==> src/rtl/cc_result_framer_pkg.sv <==
// Shared acoustics definitions: frame constants, framer states and the
// UART TX handshake levels also used by the command reader.
package cc_result_framer_pkg;

    localparam logic [7:0] FRAME_SYNC = 8'hA5;

    // Byte index width; covers the longest frame (4 pairs -> 11 bytes).
    localparam int IDX_W = 4;

    localparam logic TX_RDY_IDLE = 1'b1;
    localparam logic TX_RDY_BUSY = 1'b0;
    localparam logic TX_STROBE   = 1'b1;

    typedef enum logic [2:0] {
        ST_IDLE,
        ST_ISSUE,
        ST_WAIT_LOW,
        ST_WAIT_HIGH,
        ST_DONE
    } frame_state_e;

    function automatic int frame_len(input int num_pairs);
        return 3 + 2 * num_pairs;
    endfunction

endpackage

==> src/rtl/cc_result_framer_frame_byte_mux.sv <==
// Picks the frame byte at a given index: sync, sequence number,
// sign-extended lag bytes (high first) and the trailing checksum.
module frame_byte_mux
    import cc_result_framer_pkg::*;
#(
    parameter int NUM_PAIRS = 3,
    parameter int LAG_W     = 10
) (
    input  logic [IDX_W-1:0]           idx_i,
    input  logic [7:0]                 seq_i,
    input  logic [NUM_PAIRS*LAG_W-1:0] lags_i,
    input  logic [7:0]                 chk_i,
    output logic [7:0]                 byte_o
);

    localparam logic [IDX_W-1:0] LAST_IDX = IDX_W'(frame_len(NUM_PAIRS) - 1);

    logic [LAG_W-1:0] lag;
    logic [15:0]      lag16;

    // Pair p owns indices 2+2p and 3+2p, i.e. idx>>1 == p+1.
    always_comb begin
        lag = '0;
        for (int p = 0; p < NUM_PAIRS; p++) begin
            if (idx_i[IDX_W-1:1] == (IDX_W-1)'(p + 1)) begin
                lag = lags_i[p*LAG_W +: LAG_W];
            end
        end
    end

    assign lag16 = 16'($signed(lag));

    always_comb begin
        byte_o = 8'h00;
        unique case (1'b1)
            (idx_i == '0):             byte_o = FRAME_SYNC;
            (idx_i == IDX_W'(1)):      byte_o = seq_i;
            (idx_i == LAST_IDX):       byte_o = chk_i;
            default:                   byte_o = idx_i[0] ? lag16[7:0] : lag16[15:8];
        endcase
    end

endmodule

==> src/rtl/cc_result_framer.sv <==
// Snapshots cross-correlation lag results on CC_Done and streams them to
// the UART as a sync/seq/lags/checksum frame over the TX handshake.
module cc_result_framer
    import cc_result_framer_pkg::*;
#(
    parameter int NUM_PAIRS   = 3,
    parameter int LAG_W       = 10,
    parameter int ACK_TIMEOUT = 4095
) (
    input  logic             clk,
    input  logic             reset_b,
    input  logic             Lag_Valid,
    input  logic [1:0]       Lag_Pair_sel,
    input  logic [LAG_W-1:0] Lag_Value,
    input  logic             CC_Done,
    input  logic             Tx_Ready,
    output logic [7:0]       Word_To_Send,
    output logic             TX_en,
    output logic             TX_Write_en,
    output logic             Busy,
    output logic             Frame_Sent,
    output logic             Overrun,
    output logic             Timeout_Err
);

    localparam int SLOT_W = NUM_PAIRS * LAG_W;
    localparam int TW     = $clog2(ACK_TIMEOUT + 1);
    localparam logic [TW-1:0]    TO_MAX   = TW'(ACK_TIMEOUT);
    localparam logic [IDX_W-1:0] LAST_IDX = IDX_W'(frame_len(NUM_PAIRS) - 1);

    frame_state_e      state_q, state_d;
    logic [IDX_W-1:0]  idx_q, idx_d;
    logic [7:0]        seq_q, seq_d;
    logic [7:0]        chk_q, chk_d;
    logic [TW-1:0]     cnt_q, cnt_d;
    logic [SLOT_W-1:0] slots_q, slots_d;
    logic [SLOT_W-1:0] shadow_q, shadow_d;
    logic [7:0]        word_q, word_d;
    logic              tx_q, tx_d;
    logic              busy_q, busy_d;
    logic              sent_q, sent_d;
    logic              ovr_q, ovr_d;
    logic              tmo_q, tmo_d;
    logic [7:0]        cur_byte;

    frame_byte_mux #(
        .NUM_PAIRS (NUM_PAIRS),
        .LAG_W     (LAG_W)
    ) u_byte_mux (
        .idx_i  (idx_q),
        .seq_i  (seq_q),
        .lags_i (shadow_q),
        .chk_i  (chk_q),
        .byte_o (cur_byte)
    );

    always_comb begin
        state_d  = state_q;
        idx_d    = idx_q;
        seq_d    = seq_q;
        chk_d    = chk_q;
        cnt_d    = cnt_q;
        slots_d  = slots_q;
        shadow_d = shadow_q;
        word_d   = word_q;
        tx_d     = 1'b0;
        sent_d   = 1'b0;
        ovr_d    = ovr_q;
        tmo_d    = tmo_q;

        for (int p = 0; p < NUM_PAIRS; p++) begin
            if (Lag_Valid && Lag_Pair_sel == 2'(p)) begin
                slots_d[p*LAG_W +: LAG_W] = Lag_Value;
            end
        end

        if (CC_Done && state_q != ST_IDLE) begin
            ovr_d = 1'b1;
        end

        case (state_q)
            ST_IDLE: begin
                // slots_q is the pre-write value if Lag_Valid coincides
                if (CC_Done) begin
                    shadow_d = slots_q;
                    idx_d    = '0;
                    chk_d    = 8'h00;
                    state_d  = ST_ISSUE;
                end
            end
            ST_ISSUE: begin
                if (Tx_Ready == TX_RDY_IDLE) begin
                    tx_d    = TX_STROBE;
                    word_d  = cur_byte;
                    cnt_d   = '0;
                    state_d = ST_WAIT_LOW;
                    if (idx_q != '0) begin
                        chk_d = chk_q ^ cur_byte;
                    end
                end
            end
            ST_WAIT_LOW: begin
                if (Tx_Ready == TX_RDY_BUSY) begin
                    state_d = ST_WAIT_HIGH;
                end else if (cnt_q >= TO_MAX) begin
                    tmo_d   = 1'b1;
                    state_d = ST_IDLE;
                end else begin
                    cnt_d = cnt_q + TW'(1);
                end
            end
            ST_WAIT_HIGH: begin
                if (Tx_Ready == TX_RDY_IDLE) begin
                    if (idx_q == LAST_IDX) begin
                        state_d = ST_DONE;
                    end else begin
                        idx_d   = idx_q + IDX_W'(1);
                        state_d = ST_ISSUE;
                    end
                end
            end
            ST_DONE: begin
                sent_d  = 1'b1;
                seq_d   = seq_q + 8'd1;
                state_d = ST_IDLE;
            end
            default: state_d = ST_IDLE;
        endcase

        busy_d = (state_d != ST_IDLE);
    end

    always_ff @(posedge clk or negedge reset_b) begin
        if (!reset_b) begin
            state_q  <= ST_IDLE;
            idx_q    <= '0;
            seq_q    <= 8'h00;
            chk_q    <= 8'h00;
            cnt_q    <= '0;
            slots_q  <= '0;
            shadow_q <= '0;
            word_q   <= 8'h00;
            tx_q     <= 1'b0;
            busy_q   <= 1'b0;
            sent_q   <= 1'b0;
            ovr_q    <= 1'b0;
            tmo_q    <= 1'b0;
        end else begin
            state_q  <= state_d;
            idx_q    <= idx_d;
            seq_q    <= seq_d;
            chk_q    <= chk_d;
            cnt_q    <= cnt_d;
            slots_q  <= slots_d;
            shadow_q <= shadow_d;
            word_q   <= word_d;
            tx_q     <= tx_d;
            busy_q   <= busy_d;
            sent_q   <= sent_d;
            ovr_q    <= ovr_d;
            tmo_q    <= tmo_d;
        end
    end

    assign Word_To_Send = word_q;
    assign TX_en        = tx_q;
    assign TX_Write_en  = tx_q;
    assign Busy         = busy_q;
    assign Frame_Sent   = sent_q;
    assign Overrun      = ovr_q;
    assign Timeout_Err  = tmo_q;

endmodule

==> config.mk <==
export PLATFORM = sky130hd
export DESIGN_NAME = cc_result_framer
export DESIGN_NICKNAME = d
export VERILOG_FILES = /design/src/rtl/cc_result_framer_pkg.sv /design/src/rtl/cc_result_framer_frame_byte_mux.sv /design/src/rtl/cc_result_framer.sv
export SDC_FILE = /design/constraint.sdc
export NUM_CORES = 1
export LEC_CHECK = 0
export ABC_CLOCK_PERIOD_IN_PS = 3200
export CAP_MARGIN = 25
export CORE_MARGIN = 2
export CORE_UTILIZATION = 48
export CTS_CLUSTER_DIAMETER = 120
export DETAILED_ROUTE_END_ITERATION = 8
export PLACE_DENSITY = 0.67
export SYNTH_ARGS = -nofsm -noshare
export SYNTH_HDL_FRONTEND = slang
export SYNTH_SLANG_ARGS = --single-unit
==> constraint.sdc <==
create_clock -name clk -period 3.2 [get_ports clk]
set_clock_uncertainty 0.15 [all_clocks]
set_input_delay 0.96 -clock clk [delete_from_list [all_inputs] [get_ports clk]]
set_output_delay 0.96 -clock clk [all_outputs]
set_load 0.005 [all_outputs]
-- Yosys cells after proc, flatten, opt, wreduce, memory -nomap -nowiden
Index checks and enable logic that the tools add are counted.
- bits in registers: 108
- bits in read-only memories: 0
- memories: 0
- bits in writable memories: 0
- logic and storage cells: 84
- bits of input ports: 17
- output and inout bits: 14
- bits in latches: 0
- divide/modulo/power cells: 0
- muxes and demuxes: 27
- $add $sub $neg: 3
- multiply operators: 0
- shifts and indexed selects: 0
- bitwise gates (word level): 1
- equality and inequality tests: 18
- order comparisons: 1
- reductions and logical operators: 19
- operators by type and width (cell ; count):
    12-bit 2-to-1 mux ; 3
    8-bit 2-to-1 mux ; 4
    10-bit 2-to-1 mux ; 3
    12-bit case mux with 2 select lines ; 1
    8-bit case mux with 3 select lines ; 1
    3-bit 2-to-1 mux ; 6
    8-bit case mux with 2 select lines ; 1
    2-bit inequality test, second input constant ; 7
    12-bit by 1-bit adder with 12-bit output, second input constant ; 1
    3-bit by 2-bit equality test with 1-bit output, second input constant ; 4
    12-bit >= comparator, second input constant ; 1
    4-bit 2-to-1 mux ; 3
    3-bit case mux with 4 select lines ; 1
    4-bit AND reduction ; 3
    8-bit by 1-bit adder with 8-bit output, second input constant ; 1
    4-bit case mux with 2 select lines ; 1
    8-bit XOR ; 1
    3-bit by 1-bit equality test with 1-bit output, second input constant ; 2
    2-bit nonzero test ; 3
    3-bit nonzero test ; 2
    4-bit by 1-bit adder with 4-bit output, second input constant ; 1
    4-bit by 1-bit equality test with 1-bit output, second input constant ; 1
    4-bit equality test, second input constant ; 1
    1-bit logical AND ; 4
    10 further kinds ; 13

-- Longest topological paths before layout
- depth in word-level cells: 10
- mapped depth: 11
- gate-level depth less buffers: 7

-- Hierarchy
Synthesis repeated with hierarchy kept, for this count alone.
- cells, all modules: 437
- area, all modules: 5112.4 sq um
- modules (own cells, without submodules) (module ; area an instance (sq um) ; cells an instance ; instances ; seq. area each (sq um)):
    cc_result_framer ; 4616.9 ; 370 ; 1 ; 2702.6
    frame_byte_mux ; 495.5 ; 67 ; 1 ; 0.0

-- Worst setup path before layout
No wires, ideal clock.
- path kind: input to register
- start point: input Tx_Ready
- end point: register cnt_q[9]
- data required time: 2918 ps
- path buffers: 2
- arrival time: 2009 ps
- setup time: 132 ps
- setup slack: 910 ps
- stages: 7
- cell sequence: buf_2 > nand4bb_1 > clkbuf_1 > nor3_1 > nor3b_2 > xnor2_1 > nor2_1
- word-level cells in the longest chain between the ends: 2
- elaborated cells between the ends (all ways): 3
- those cells by class: 2 x eq/ne; 1 x reduce/logical
- ends and longest elaborated chain (what ; line ; text):
    from (decl) ; cc_result_framer.sv:16 ; input logic Tx_Ready,
    2-bit inequality test (no line) ; n/a ;
    4-bit AND reduction (no line) * ; n/a ;
    to (signal assigned) ; cc_result_framer.sv:153 ; cnt_q <= cnt_d;
    to (decl) ; cc_result_framer.sv:35 ; logic [TW-1:0] cnt_q, cnt_d;
Mark *: on every way between the ends. The rest lies on a longest branch, timed or not.
A chain may end at the register's enable or synchronous reset.

-- Worst setup path after layout
- start point: input CC_Done
- end point: register chk_q[7]
- word-level cells in the longest chain between the ends: 2
- ends and longest elaborated chain (what ; line ; text):
    from (decl) ; cc_result_framer.sv:15 ; input logic CC_Done,
    2-bit inequality test (no line) ; n/a ;
    4-bit AND reduction (no line) ; n/a ;
    to (signal assigned) ; cc_result_framer.sv:152 ; chk_q <= chk_d;
    to (decl) ; cc_result_framer.sv:34 ; logic [7:0] chk_q, chk_d;
No other way between the ends.

==> results.cfg <==
[run_status]
status = finished clean

[logic_synthesis]
synthDominantCellAreaShare_pct = 52.8
ys_seq_area_share_pct = 52.8
synthMuxAreaShare_pct = 9.75
avgSynthCellArea_um2 = 10.1
synth_top_area_cell = dfrtp_1
ys_async_sr_fraction_pct = 100
ys_types = 51
synth_compound_area_share_pct = 8.74
synth_edf_count = 0
ys_dominant_reg_cell = dfrtp_1
synthAdderAreaFrac_pct = 1.22
synth_xor_area_share_pct = 3.25
yosys_register_bits = 108
synthTopCellsByArea = dfrtp_1 (53%), nand2_1 (9.7%), mux2_2 (6.8%), mux2i_1 (2.9%), xnor2_1 (1.9%)
syn_nets = 527
yosys.area_share.simple_pct = 20.3
synth_top_family_by_area = simple AND/OR/NAND/NOR gates
ys_warn_count = 0
syn_inst = 505
synth_area_mm2 = 0.00512

[clock_tree]
clkSlewWorstSetupHoldPaths_ps = 90
insertion_delay_ps = 380
postCtsHoldBufs = 0
cts_resized = 0
cts.htree.levels = 3
clock_path_buffers = 2
cts_setup_buffers = 0
clock_sinks = 108
numCtsBuffers = 9
cts_tree = done
root_buffer = clkbuf_8

[grt]
first_global_vias = 3489
track_usage_pct = 18.8
grt_antenna_before_repair = 0
grt_pass1_wl_um = 16900
grt.overflow.total = 0
grt_start_max_net_pins = 46

[sta]
worst_slew_pin_slew_ps = 658
tns_ps = 0
finalCriticalPeriod_ps = 2420
fin_ws_ps = 781
finalMaxSlewViolations = 0
hold_violations = 0
rsz0062_at_grt = no
max_slew_margin_pct = 56.0
finalSetupViolCount = 0
clock.fmax_mhz = 413
fin_crit_sh_pct = 75.6

[critical_path]
endpoint_kind = flop
max_stage_delay_ps = 570
crit_chain = clkdlybuf4s50_1, and2_1, o22ai_2, or3_1, a21oi_1
crit_buf_inv = 1
worstPathRequired_ps = 3350
r2r_start = idx_q[0]
critPathKind = in2reg
cp_max_fo = 9
crit_start = CC_Done
critPathArrivalTime_ps = 2570
path_delay_family = simple AND/OR/NAND/NOR gates
start_kind = input port
critical_path.slowest_cell = clkdlybuf4s50_1

[final_layout]
diodes = 0
design_area_mm2 = 0.00572
area_delta_synth_final_pct = 11.7
final_layout_size_suffix_gt1_share_pct = 13.2
final_net_count = 548
layout_common_cells = nand2_1 (132), dfrtp_1 (108), mux2_2 (31)
final_common_cell = nand2_1

[placement]
dpl.hpwl_um = 6900
io_buffers = 30
place_area_mm2 = 0.00552
dpl_worst_slack_ps = 425
place_congestion = 0.850

[detailed_routing]
ant_nets = 0
drt_wl_total_um = 9780
vias_per_cell = 5.37
via_count = 3580
drtIter0Drc = 157
wl_per_cell_um = 14.7
drc = 0
firstDrtPassIters = 4

[power_and_ir_drop]
p_int_uw = 2830
p_switching_uw = 1590
p_leak_uw = 0.00262
power_frac_seq_pct = 45.0
power_density_mw_per_mm2 = 772
p_comb_share_pct = 35.6
switching_share_pct = 35.9
pwr-share-clk_pct = 19.3
irDropWorstVdd_mv = 0.438

[floorplanning]
start_util_pct = 49.6
ios = 31
die-area_mm2 = 0.0115
core_area_mm2 = 0.0103
die_w_um = 107
die_y_um = 107
rows = 37

[min_path]
hold_class = reg2reg
hold_path_startpoint = Timeout_Err

[flow_run]
cap_violations = 0
## synth_stat cells (all sizes together) (2+ instances only)
master and number:
nand2b 10, a21oi 15, a31oi 9, nand2 132, clkbuf 12, and2 2
buf 20, or3 7, nor3 6, nor3b 3, and3 2, o22ai 4
o211ai 4, nand3 12, nand3b 12, a211oi 4, mux2i 15, mux2 31
inv 8, nor4 2, o221ai 4, o21ai 13, nor2b 3, o2111ai 2
xor2 8, a21o 3, o221a 2, o21bai 2, nor2 24, ha 5
dfrtp 108, xnor2 11
## layer usage
layer | vias up | GRT usage, % | share of wire, %
met5 | - | 0 | 0
li1 | 1762 | - | -
met2 | 68 | 29.7 | 47
met1 | 1744 | 25.9 | 48
met3 | 6 | 3.87 | 3.9
met4 | 0 | 6.40 | 0.93
## area by class of cell
class | count | area [um2]
fillers | 915 | 4600
flip-flops and latches | 108 | 2700
multi-input cells | 357 | 2210
repair buffers | 42 | 400
well taps | 136 | 170
clock buffers | 10 | 138
clock inverters | 6 | 68.8
inverters | 8 | 30.0
## power groups by stage
stage / clock [uW] / sequential [uW] / combinational, uW
after global placement: 0 / 2000 / 1550
final: 855 / 1990 / 1570
after detailed placement: 0 / 2020 / 1590
after floorplan: 0 / 1930 / 1220
after global routing: 943 / 2040 / 1790
after CTS: 888 / 1990 / 1590
## flip-flops by register name, summed over array words and instances, names as in the netlist
name          flops
shadow_q         30
slots_q          30
cnt_q            12
Word_To_Send      8
chk_q             8
seq_q             8
idx_q             4
state_q           3
Busy              1
Frame_Sent        1
Overrun           1
TX_Write_en       1
Timeout_Err       1
## logic make-up after synthesis
group,after synthesis
XOR/XNOR,19
multiplexers,46
flip-flops,108
AO/OA/AOI/OAI,65
adder cells (fa/ha/maj),5
buffers and inverters,40
AND/OR/NAND/NOR,222
## metrics by stage
stage	power (uW)	hold WS, ps	instances	utilization (%)
final	4420	308	667	55.4
after global routing	4780	339	667	55.4
after CTS	4470	315	667	55.4
after detailed placement	3610	294	651	53.4
after global placement	3550	287	651	53.4
after floorplan	3150	283	505	-
## path summary, 6_finish.rpt
kind	end	slack (ps)	depth (start not counted)
setup / recovery	chk_q[7]	780	5
hold reg to reg	Timeout_Err	310	1
min in group asynchronous	chk_q[4]	410	1
hold / removal	Timeout_Err	310	1
max in group asynchronous	shadow_q[2]	1780	2
setup reg to reg	chk_q[6]	830	7
No activity file was read; power rests on OpenSTA's default activity.
